### src/rtl/updown_count_sequencer_if.sv
// updown_count_sequencer_if
//   Groups the host-side control inputs and the count/status outputs of
//   updown_count_sequencer into one bundle.
//   master : host / test controller (drives start, stop and the config fields)
//   slave  : the sequencer (drives q, dir, busy, done, pass_cnt)
//   Fields:
//     start, stop           - launch / abort requests
//     lo_lim, hi_lim [W]    - count limits, latched at start
//     passes [PW]           - number of limit-to-limit passes, latched at start
//     pingpong              - 1 = reverse at limits, 0 = wrap to lo
//     q [W]                 - registered count
//     dir                   - 0 = up, 1 = down
//     busy, done            - UP/DOWN decode, one-cycle DONE pulse
//     pass_cnt [PW]         - passes completed in current/last sequence
interface updown_count_sequencer_if #(
    parameter int W  = 3,
    parameter int PW = 4
);
    logic          start;
    logic          stop;
    logic [W-1:0]  lo_lim;
    logic [W-1:0]  hi_lim;
    logic [PW-1:0] passes;
    logic          pingpong;
    logic [W-1:0]  q;
    logic          dir;
    logic          busy;
    logic          done;
    logic [PW-1:0] pass_cnt;

    modport master (
        output start, stop, lo_lim, hi_lim, passes, pingpong,
        input  q, dir, busy, done, pass_cnt
    );

    modport slave (
        input  start, stop, lo_lim, hi_lim, passes, pingpong,
        output q, dir, busy, done, pass_cnt
    );
endinterface

### src/rtl/updown_count_sequencer.sv
// updown_count_sequencer
//   Drives a W-bit up/down count between programmable limits for a
//   programmed number of passes, either ping-ponging between the limits or
//   wrapping from hi back to lo. Each limit is shown for exactly one cycle
//   per turn.
//   Ports:
//     clk  - rising-edge clock
//     rst  - synchronous active-high reset, overrides everything
//     bus  - updown_count_sequencer_if.slave (control in, count/status out)
module updown_count_sequencer #(
    parameter int W  = 3,
    parameter int PW = 4
) (
    input  logic                      clk,
    input  logic                      rst,
    updown_count_sequencer_if.slave   bus
);

    typedef enum logic [1:0] {
        S_IDLE = 2'd0,
        S_UP   = 2'd1,
        S_DOWN = 2'd2,
        S_DONE = 2'd3
    } state_t;

    state_t        state_q, state_d;
    logic [W-1:0]  q_q, q_d;
    logic [PW-1:0] pass_cnt_q, pass_cnt_d;
    logic [W-1:0]  lo_q, lo_d;
    logic [W-1:0]  hi_q, hi_d;
    logic [PW-1:0] passes_q, passes_d;
    logic          pp_q, pp_d;

    logic [PW-1:0] pass_inc;
    logic          last_pass;

    assign pass_inc  = pass_cnt_q + PW'(1);
    assign last_pass = (pass_inc == passes_q);

    always_comb begin
        state_d    = state_q;
        q_d        = q_q;
        pass_cnt_d = pass_cnt_q;
        lo_d       = lo_q;
        hi_d       = hi_q;
        passes_d   = passes_q;
        pp_d       = pp_q;

        unique case (state_q)
            S_IDLE: begin
                if (bus.start) begin
                    lo_d       = bus.lo_lim;
                    hi_d       = bus.hi_lim;
                    passes_d   = bus.passes;
                    pp_d       = bus.pingpong;
                    q_d        = bus.lo_lim;
                    pass_cnt_d = '0;
                    // Empty range or zero passes: report completion immediately.
                    if ((bus.lo_lim >= bus.hi_lim) || (bus.passes == '0))
                        state_d = S_DONE;
                    else
                        state_d = S_UP;
                end
            end
            S_UP: begin
                // Abort takes precedence over a pass completing this cycle.
                if (bus.stop) begin
                    state_d = S_DONE;
                end else if (q_q == hi_q) begin
                    pass_cnt_d = pass_inc;
                    if (last_pass) begin
                        state_d = S_DONE;
                    end else if (pp_q) begin
                        state_d = S_DOWN;
                        q_d     = hi_q - W'(1);
                    end else begin
                        q_d = lo_q;
                    end
                end else begin
                    q_d = q_q + W'(1);
                end
            end
            S_DOWN: begin
                if (bus.stop) begin
                    state_d = S_DONE;
                end else if (q_q == lo_q) begin
                    pass_cnt_d = pass_inc;
                    if (last_pass) begin
                        state_d = S_DONE;
                    end else begin
                        state_d = S_UP;
                        q_d     = lo_q + W'(1);
                    end
                end else begin
                    q_d = q_q - W'(1);
                end
            end
            S_DONE: begin
                state_d = S_IDLE;
            end
            default: state_d = S_IDLE;
        endcase
    end

    always_ff @(posedge clk) begin
        if (rst) begin
            state_q    <= S_IDLE;
            q_q        <= '0;
            pass_cnt_q <= '0;
            lo_q       <= '0;
            hi_q       <= '0;
            passes_q   <= '0;
            pp_q       <= 1'b0;
        end else begin
            state_q    <= state_d;
            q_q        <= q_d;
            pass_cnt_q <= pass_cnt_d;
            lo_q       <= lo_d;
            hi_q       <= hi_d;
            passes_q   <= passes_d;
            pp_q       <= pp_d;
        end
    end

    // Status outputs are pure decodes of the registered state.
    assign bus.q        = q_q;
    assign bus.pass_cnt = pass_cnt_q;
    assign bus.busy     = (state_q == S_UP) || (state_q == S_DOWN);
    assign bus.done     = (state_q == S_DONE);
    assign bus.dir      = (state_q == S_DOWN);

endmodule

### src/flat_wrapper.sv
// flat-port wrapper written by rule: the top's interface ports become plain ports
module updown_count_sequencer_flat 
#(
    parameter int W  = 3,
    parameter int PW = 4
)
  (clk, rst, bus_start, bus_stop, bus_lo_lim, bus_hi_lim, bus_passes, bus_pingpong, bus_q, bus_dir, bus_busy, bus_done, bus_pass_cnt);
  updown_count_sequencer_if #(.W(W), .PW(PW)) bus_i ();
  input  logic clk;
  input  logic rst;
  input wire logic [$bits(bus_i.start)-1:0] bus_start;
  input wire logic [$bits(bus_i.stop)-1:0] bus_stop;
  input wire logic [$bits(bus_i.lo_lim)-1:0] bus_lo_lim;
  input wire logic [$bits(bus_i.hi_lim)-1:0] bus_hi_lim;
  input wire logic [$bits(bus_i.passes)-1:0] bus_passes;
  input wire logic [$bits(bus_i.pingpong)-1:0] bus_pingpong;
  output wire logic [$bits(bus_i.q)-1:0] bus_q;
  output wire logic [$bits(bus_i.dir)-1:0] bus_dir;
  output wire logic [$bits(bus_i.busy)-1:0] bus_busy;
  output wire logic [$bits(bus_i.done)-1:0] bus_done;
  output wire logic [$bits(bus_i.pass_cnt)-1:0] bus_pass_cnt;
  assign bus_i.start = bus_start;
  assign bus_i.stop = bus_stop;
  assign bus_i.lo_lim = bus_lo_lim;
  assign bus_i.hi_lim = bus_hi_lim;
  assign bus_i.passes = bus_passes;
  assign bus_i.pingpong = bus_pingpong;
  assign bus_q = bus_i.q;
  assign bus_dir = bus_i.dir;
  assign bus_busy = bus_i.busy;
  assign bus_done = bus_i.done;
  assign bus_pass_cnt = bus_i.pass_cnt;
  updown_count_sequencer #(.W(W), .PW(PW)) u_core (.clk(clk), .rst(rst), .bus(bus_i));
endmodule
### config.mk
export PLATFORM = sky130hd
export DESIGN_NAME = updown_count_sequencer_flat
export DESIGN_NICKNAME = d
export VERILOG_FILES = /design/src/rtl/updown_count_sequencer_if.sv /design/src/rtl/updown_count_sequencer.sv /design/src/flat_wrapper.sv
export SDC_FILE = /design/constraint.sdc
export NUM_CORES = 1
export LEC_CHECK = 0
export BUFFER_PORTS_ARGS = -buffer_cell sky130_fd_sc_hd__buf_2
export CAP_MARGIN = 40
export CORE_AREA = 2 2 53 55
export CTS_CLUSTER_SIZE = 40
export DETAILED_ROUTE_END_ITERATION = 7
export DIE_AREA = 0 0 55 57
export HOLD_SLACK_MARGIN = 0.08
export MAX_ROUTING_LAYER = met4
export PLACE_DENSITY = 0.8
export SKIP_LAST_GASP = 1
export SYNTH_ARGS = -nofsm -noshare
export SYNTH_HDL_FRONTEND = slang
export SYNTH_SLANG_ARGS = --single-unit
### constraint.sdc
create_clock -name clk -period 3.9 [get_ports clk]
set_clock_uncertainty 0.15 [all_clocks]
set_input_delay 0.39 -clock clk [delete_from_list [all_inputs] [get_ports clk]]
set_output_delay 0.39 -clock clk [all_outputs]
set_load 0.1 [all_outputs]
==> metrics.txt, run 1 <==
Top FF cell, synth=dfxtp_1; Crit Path Max Fanout=10; largest family of logic cells by synthesized area=compound AO/OA/AOI/OAI gates; number of global-route vias before repair=1210; worst reg2reg path startpoint=u_core.state_q[0]; Core Rows=19; gr usage total=24.9%; crit path DAT=2.60 ns; global route overflow=0; Met3 Wirelength=between 150 and 200 um; Worst-Margin Slew=0.488 ns; Fin. Hold Viols=0; post-CTS setup repair buffer count=0; post-route setup TNS=0 ns; share of cells above drive strength 1=around 18%; Buffers on Ports=24; hold_sp=bus_pingpong; post-CTS sizing=0; die area=3140 um^2; post-synthesis cell count=178; Area growth syn-to-layout=10.2%; vias per inst=approximately 5.7; CTS Buffer Depth=2; compound-cell area share of the yosys netlist=19.7%; Post-Syn Nets=206; top cells by count, synth=nand2_1 (30), a21oi_1 (20), dfxtp_1 (20), inv_1 (17), ha_1 (13); final slew viol count=0; via count=1307; total power=about 1.4 mW; Sink Count=20; fillers=approximately 260; CTS tree=yes; max cap viols=0; Synth Area in XOR/XNOR=10.6%; r2r setup slk=1.39 ns; Worst Hold Path EP=u_core.pp_q; htree depth=1; DR WL met2=1740 um; Clock transition at path regs=roughly 0.11 ns; DR WL/cell=15.1 um; DR pass1 iterations=4; post-synth top area cell=dfxtp_1; post-synthesis sequential area ratio=27.8%; placed cell area=1570 um^2; Synth area leaders=dfxtp_1 (28%), ha_1 (11%), nand2_1 (7.8%); VDD IR max=approximately 570 uV; post-layout min period=roughly 2.5 ns; Worst Reg2Reg Path Length in Cells=7; Reg2Reg Capture Point=u_core.bus.pass_cnt[2]; hold depth=3; Final WS setup=1.39 ns; pin count of the biggest net entering global routing=22; pwr dens=889 nW/um^2; Avg Cell Area, Syn=8.10 um^2; Starting Density=between 50% and 60%; Clock Root Buffer=clkbuf_4; Ys Warns=0; WL met1=1500 um; #FFs+latches synth=20; post-synth cell types=39; status=finished, final reports clean; Iter 0 DRT Violations=28; CP startpoint=u_core.state_q[0]; Synth Area in Adders=11.3%; dominant cell by count in the synthesized netlist=nand2_1; CTS buffer count=3; critical path type=register to register; Post-DRT Antenna Nets=0; relative slew slack=about two thirds; # diodes=0; hold buffers post-CTS=0; antenna violations before repair=0; Fmax=approximately 0.4 GHz; GP Congestion=0.934; Die Width=around 55 um; synthesized-area fraction occupied by and/or/nand/nor cells=18.8%; # nets final=roughly 230; Post-Syn Area=1440 um^2; LEAKAGE=between 0.7 and 0.8 nW; async set-reset flop share out of synthesis=0%; CP Data Required Time=a little under 4 ns; endpoint class of the critical path=register; Total Wirelength=between 3000 and 4000 um; core area=between 2000 and 3000 um^2; pre-CTS WS=between 1 and 1.5 ns; crit path launch type=register; first-pass GRT wire length=5550 um; RSZ-0062 raised after global routing=no; Die Y-Extent=about 57 um; Post-synth EDFFs=0; Final period util=64.4%; DRC viols=0; # IOs=25; Worst-Skew Late Latency=0.29 ns; highest metal used=met4; Detailed Place HPWL=between 2000 and 3000 um; post-route cell area=1590 um^2; final setup violation count=0; Worst Hold Class=input port to register; Synth top area share=about 28%; post-synthesis mux area share=5.03%
## power breakdown
group	switching [mW]	internal, mW
clock	0.0608	0.0360
sequential	0.0747	0.254
combinational	0.667	0.321
## cell families (layout without fill, tap and decap cells)
logic type,Yosys count,after routing
xor+xnor,15,15
fa+ha+maj,13,13
simple gates,57,57
buf+inv,24,44
mux,7,7
compound gates,42,42
flops,20,20
## cell type report
type | count | area (um^2) | share of cell area [%]
Tap cell | 31 | 38.8 | 2.44
Sequential cell | 20 | 400 | 25.2
Multi-Input combinational cell | 134 | 943 | 59.4
Inverter | 17 | 63.8 | 4.02
Timing Repair Buffer | 24 | 120 | 7.56
Clock buffer | 3 | 22.5 | 1.42
## registers in the layout (all words and copies together), names as in the netlist
register and flops:
u_core.pp_q 1, u_core.lo_q 3, u_core.bus.pass_cnt 4, u_core.state_q 2, u_core.passes_q 4, u_core.hi_q 3
u_core.bus.q 3
## per-layer routing
metal,vias up,GRT usage (%)
met1,604,33.3
met4,0,7.67
met2,38,39.8
met5,-,-
met3,4,1.57
li1,661,-
## worst max-delay path, stage by stage, from the launching register on
cell and delay, ns:
dfxtp_1 0.40, inv_1 0.10, ha_1 0.33, o21a_1 0.22, a211o_1 0.28, a221o_1 0.39
or4_1 0.42, a21oi_1 0.15
## metrics by stage
stage          utilization, %  instances  hold slack, ns
3_3_place_gp             59.9        226           0.303
6_report                 60.8        229           0.172
2_1_floorplan               -        178           0.287
5_1_grt                  60.8        229           0.170
4_1_cts                  60.8        229           0.164
3_5_place_dp             59.9        226           0.312
## cells in the final DEF, fill, tap and decap left out, types with 5 or more instances in the layout
master / count
nor2_1: 9
buf_2: 24
mux2i_1: 5
a21oi_1: 20
nand2_1: 30
xor2_1: 5
xnor2_1: 8
inv_1: 17
dfxtp_1: 20
ha_1: 13
## worst max-delay path by stage
stage	end	slack [ns]	cells past startpoint
after floorplan	u_core.bus.pass_cnt[2]	1.05	8
after global placement	u_core.bus.pass_cnt[2]	1.52	7
after detailed placement	u_core.bus.pass_cnt[2]	1.43	7
after CTS	u_core.bus.pass_cnt[2]	1.40	7
after global routing	u_core.bus.pass_cnt[2]	1.26	7
final	u_core.bus.pass_cnt[2]	1.39	7
Power figures use the tool's default switching activity.
==> inputs of run 2 (changes only) <==
- CORE_AREA: 2 2 53 55 -> 2 2 57 59
- DIE_AREA: 0 0 55 57 -> 0 0 59 61
- PLACE_DENSITY: 0.8 -> 0.73
- clock period: 3.9 -> 2.2 ns (I/O delays scaled with it)
==> run 2 against run 1 <==
Net effect: non-clock buffer count up 21; cell count up 10%; critical path type unchanged; the flow now finishes with violations (setup timing); power rose by 110%; combinational power is 110% higher; routed wire length rose by 16%; die area rose by 15%; sequential share of layout area decreased by 2.7 points; register-to-register slack got worse by 1.4 ns.
==> metrics.txt, run 2 (synthesis gave the netlist of run 1 again) <==
status=complete, but fails checks; failing checks=setup timing; # nets final=249 (+9.2%); core area=2950 um^2 (+13%); vias per inst=5.78 (+1.3%); global route overflow=0 (unchanged); CTS Buffer Depth=2 (unchanged); DRC viols=0 (unchanged); Area growth syn-to-layout=31.8%; Crit Path Max Fanout=4 (-6); first-pass GRT wire length=6290 um (+13%); Total Wirelength=4000 um (+16%); RSZ-0062 raised after global routing=yes; Clock Root Buffer=clkbuf_4; DR pass1 iterations=4 (unchanged); Core Rows=20 (+1); VDD IR max=742 uV (+30%); crit path launch type=register; # diodes=0 (unchanged); post-layout min period=2.21 ns (-0.303 ns); die area=3600 um^2 (+15%); total power=2.94 mW (+110%); Final period util=100% (+36 points); Worst-Skew Late Latency=0.30 ns (about the same); Clock transition at path regs=0.12 ns (about the same); via count=1463 (+12%); endpoint class of the critical path=register; Post-DRT Antenna Nets=0 (unchanged); Worst Reg2Reg Path Length in Cells=7 (unchanged); Fin. Hold Viols=0 (unchanged); Worst Hold Class=input port to register; # IOs=25 (unchanged); max cap viols=0 (unchanged); GP Congestion=0.953 (+2.0%); Detailed Place HPWL=2840 um (+2.4%); htree depth=1 (unchanged); final slew viol count=0 (unchanged); pin count of the biggest net entering global routing=22 (unchanged); Starting Density=48.8% (-6.3 points); area of the multi-input gates=1020 um^2 (+8.1%); number of global-route vias before repair=1418 (+17%); CTS buffer count=3 (unchanged); pwr dens=1550 nW/um^2 (+74%); most common cell after layout, fill and taps aside=nand2_1; LEAKAGE=0.829 nW (+15%); hold depth=2 (-1); critical path type=register to register; gr usage total=24.0% (-0.88 points); Worst-Margin Slew=0.488 ns (-0.0000204 ns); final setup violation count=1 (+1); fillers=250 (-4.2%); DR WL/cell=15.8 um (+4.8%); CP Data Required Time=2.29 ns (-1.69 ns); Die Width=59 um (+7.3%); crit path DAT=2.30 ns (-0.30 ns); Sink Count=20 (unchanged); commonest cells after routing, fill and taps aside=nand2_1 (30), buf_2 (24), a21oi_1 (17), inv_1 (15); Die Y-Extent=61 um (+7.0%); Fmax=0.453 GHz (+14%); final non-filler cell total=253 (+10%); Final WS setup=-0.00966 ns (-1.40 ns); relative slew slack=67.7% (about the same); share of cells above drive strength 1=31.4% (+13 points); Iter 0 DRT Violations=61 (+120%); dpl cells=235 (+4.0%); CTS tree=yes; antenna violations before repair=0 (unchanged); Reg area=427 um^2 (+6.6%); Buffers on Ports=24 (unchanged)
## run 2: cell types whose count changed in the layout (fill, tap and decap cells not counted), moves of 2 or more
cell           before  now
dlygate4sd3_1       0   11
buf_4               0    9
dfxtp_1            20   11
dfxtp_4             0    6
ha_1               13    8
a21oi_1            20   17
a21oi_2             0    3
dfxtp_2             0    3
ha_4                0    3
ha_2                0    2
inv_1              17   15
## run 2: repair_timing
action,CTS,global route
setup endpoints to repair,0,5
resized for setup,0,13
hold endpoints to repair,11,0
hold buffers,11,0
buffers inserted,0,3
## run 2: where the power goes
group	switching (mW)	internal, mW	total, mW
Sequential	0.145	0.479	0.624
Clock	0.117	0.101	0.218
Combinational	1.31	0.792	2.10
## run 2: worst max-delay path, cell delays in order, from the launching register on
cell and delay [ns]:
dfxtp_2 0.35, buf_6 0.12, ha_4 0.15, o21a_1 0.17, a211o_1 0.31, a221o_1 0.29, or4_4 0.49, a21oi_2 0.12
## run 2: area by class of cell
cell class              instances  area share [%]
flip-flops and latches         20            22.5
multi-input cells             134            53.7
repair buffers                 45            16.3
inverters                      17            3.49
clock buffers                   4            1.91
well taps                      33            2.17
## run 2: metrics by stage
stage	utilization, %	worst slack [ns]	TNS [ns]	hold WS (ns)	cell area, um^2
2_1_floorplan	-	-0.185	-0.263	0.206	1500
3_3_place_gp	56.5	0.0939	0	0.313	1670
3_5_place_dp	56.5	0.0641	0	0.320	1670
4_1_cts	61.5	0.0197	0	0.172	1820
5_1_grt	64.3	-0.0644	-0.263	0.176	1900
6_report	64.3	-0.00966	-0.00966	0.178	1900
## run 2: path summary, 6_finish.rpt
path                                          from                     end  slack [ns]
worst max-delay path             u_core.state_q[1]  u_core.bus.pass_cnt[2]       -0.01
worst min-delay path                           rst  u_core.bus.pass_cnt[2]        0.18
worst max register to register   u_core.state_q[1]  u_core.bus.pass_cnt[2]       -0.01
worst min register to register  u_core.passes_q[0]      u_core.passes_q[0]        0.34
## run 2: per-layer routing
metal	track usage (%)	vias to the layer above	share of wire, %
li1	-	704	-
met1	27.6	675	40
met2	41.6	69	51
met3	3.41	15	7.2
met4	10.1	0	2.3
met5	-	-	0
==> inputs of run 3 (changes only) <==
- GPL_TIMING_DRIVEN: not set -> 0
==> run 3 against run 2 <==
Net effect: the flow now finishes without violations; cell count increased by 2.8%; combinational power about the same; non-clock buffer count increased by 7; count of clock-buffer cells in the layout unchanged; sequential share of layout area decreased by 0.36 points.
==> metrics.txt, run 3 (synthesis gave the netlist of run 1 again) <==
Worst Hold Class=input port to register; VDD IR max=742 uV (+0.11%); Reg2Reg Capture Point=u_core.bus.pass_cnt[2]; endpoint class of the critical path=register; via count=1481 (+1.2%); DR WL/cell=14.8 um (-6.4%); Fmax=0.461 GHz (+1.9%); max cap viols=0 (unchanged); Clock transition at path regs=0.12 ns (about the same); Total Wirelength=3850 um (-3.8%); hold depth=4 (+2); pre-CTS WS=-0.395 ns (-0.459 ns); Iter 0 DRT Violations=57 (-6.6%); relative slew slack=66.6% (-1.1 points); number of global-route vias before repair=1396 (-1.6%); # IOs=25 (unchanged); CTS tree=yes; final slew viol count=0 (unchanged); Worst Setup EP=u_core.bus.pass_cnt[2]; CP peak stage delay=0.43 ns (-0.06 ns); CTS buffer count=3 (unchanged); Clock Root Buffer=clkbuf_4; placed cell area=1660 um^2 (-0.45%); antenna violations before repair=0 (unchanged); r2r setup slk=0.03 ns (+0.04 ns); Starting Density=48.8% (unchanged); worst reg2reg path startpoint=u_core.state_q[0]; Area growth syn-to-layout=34.3%; # diodes=0 (unchanged); crit path launch type=register; Crit Path Max Fanout=4 (unchanged); RSZ-0062 raised after global routing=yes; Post-DRT Antenna Nets=0 (unchanged); post-route setup TNS=0 ns (+0.00966 ns); Die Width=59 um (unchanged); Crit-path slowest cell=or4_4; first-pass GRT wire length=6380 um (+1.5%); Worst-Skew Late Latency=0.30 ns (about the same); Worst Reg2Reg Path Length in Cells=7 (unchanged); most common cell after layout, fill and taps aside=nand2_1; post-layout min period=2.17 ns (-0.0415 ns); pin count of the biggest net entering global routing=12 (-45%); critical path type=register to register; hold_sp=bus_start; share of cells above drive strength 1=31.3% (-0.086 points); GP Congestion=0.923 (-3.1%); LEAKAGE=0.855 nW (+3.2%); Die Y-Extent=61 um (unchanged); status=finished, final reports clean; crit path DAT=2.25 ns (-0.05 ns); commonest cells after routing, fill and taps aside=nand2_1 (30), buf_2 (24), a21oi_1 (17), inv_1 (15), dlygate4sd3_1 (12); Core Util, Final=65.6% (+1.2 points); post-route cell area=1940 um^2 (+1.9%); CP Data Required Time=2.28 ns (about the same); core area=2950 um^2 (unchanged); # nets final=256 (+2.8%); Worst-Margin Slew=0.501 ns (+0.0139 ns); final setup violation count=0 (-1); Core Rows=20 (unchanged); Buffers on Ports=24 (unchanged); Final period util=98.6% (-1.9 points); Sink Count=20 (unchanged); htree depth=1 (unchanged); die area=3600 um^2 (unchanged); Detailed Place HPWL=2790 um (-1.9%); Fin Hold WS=0.0904 ns (-0.0875 ns); final non-filler cell total=260 (+2.8%); critical-path cell list=buf_6 > ha_4 > o21a_1 > a211o_1 > a221o_1 > or4_4 > a21oi_2; DRC viols=0 (unchanged); gr usage total=24.0% (+0.044 points); total power=2.93 mW (-0.35%); CTS Buffer Depth=2 (unchanged); global route overflow=0 (unchanged); Final WS setup=0.0319 ns (+0.0415 ns); pwr dens=1510 nW/um^2 (-2.2%); dpl cells=235 (unchanged); DR pass1 iterations=4 (unchanged); CP startpoint=u_core.state_q[0]; vias per inst=5.70 (-1.5%); Fin. Hold Viols=0 (unchanged)
[run 3: cell types whose count changed in the layout (fill, tap and decap cells not counted), sizes merged]
cell	before	now
dlygate4sd3	11	12
clkbuf	4	8
buf	34	36
[run 3: final cells by class]
class,instances,area [um^2]
clock buffers,4,26.3
flip-flops and latches,20,428
fillers,254,1020
multi-input cells,134,1020
inverters,17,68.8
plain buffers,4,15.0
repair buffers,48,338
well taps,33,41.3
[run 3: worst min-delay path by stage]
stage | slack (ns) | end
6_report | 0.09 | u_core.lo_q[2]
5_1_grt | 0.13 | u_core.lo_q[2]
4_1_cts | 0.09 | u_core.lo_q[2]
3_5_place_dp | 0.32 | u_core.passes_q[1]
3_3_place_gp | 0.31 | u_core.passes_q[0]
2_1_floorplan | 0.21 | u_core.passes_q[2]
[run 3: where the power goes]
| group | internal, mW | switching [mW] | leakage [nW] |
|---|---|---|---|
| clock | 0.0705 | 0.114 | 0.0150 |
| sequential | 0.479 | 0.140 | 0.170 |
| combinational | 0.831 | 1.30 | 0.671 |
| total | 1.38 | 1.55 | 0.855 |
[run 3: critical path: cells and delay by family (launching register included)]
family / cells / cell delay [ns]
AOI/OAI and AO/OA: 4 / 0.87
adders and majority gates: 1 / 0.16
buffers and inverters: 1 / 0.12
DFF: 1 / 0.36
and+or+nand+nor: 1 / 0.43
[run 3: routing by layer]
| layer | global-route usage (%) | wire [um] | share of wire (%) |
|---|---|---|---|
| met1 | 30.1 | 1680 | 44 |
| met2 | 41.0 | 1900 | 49 |
| met3 | 2.13 | 219 | 5.7 |
| met4 | 7.47 | 46 | 1.2 |
| met5 | - | 0 | 0 |
[run 3: repair_timing]
| item | in CTS | in global routing |
|---|---|---|
| setup buffers | 9 | 3 |
| hold buffers | 12 | 0 |
| cloned | 0 | 0 |
| gates resized for setup | 6 | 13 |
| setup endpoints to repair | 7 | 5 |
| pin swaps | 4 | 6 |
| endpoints found under the hold margin | 12 | 0 |
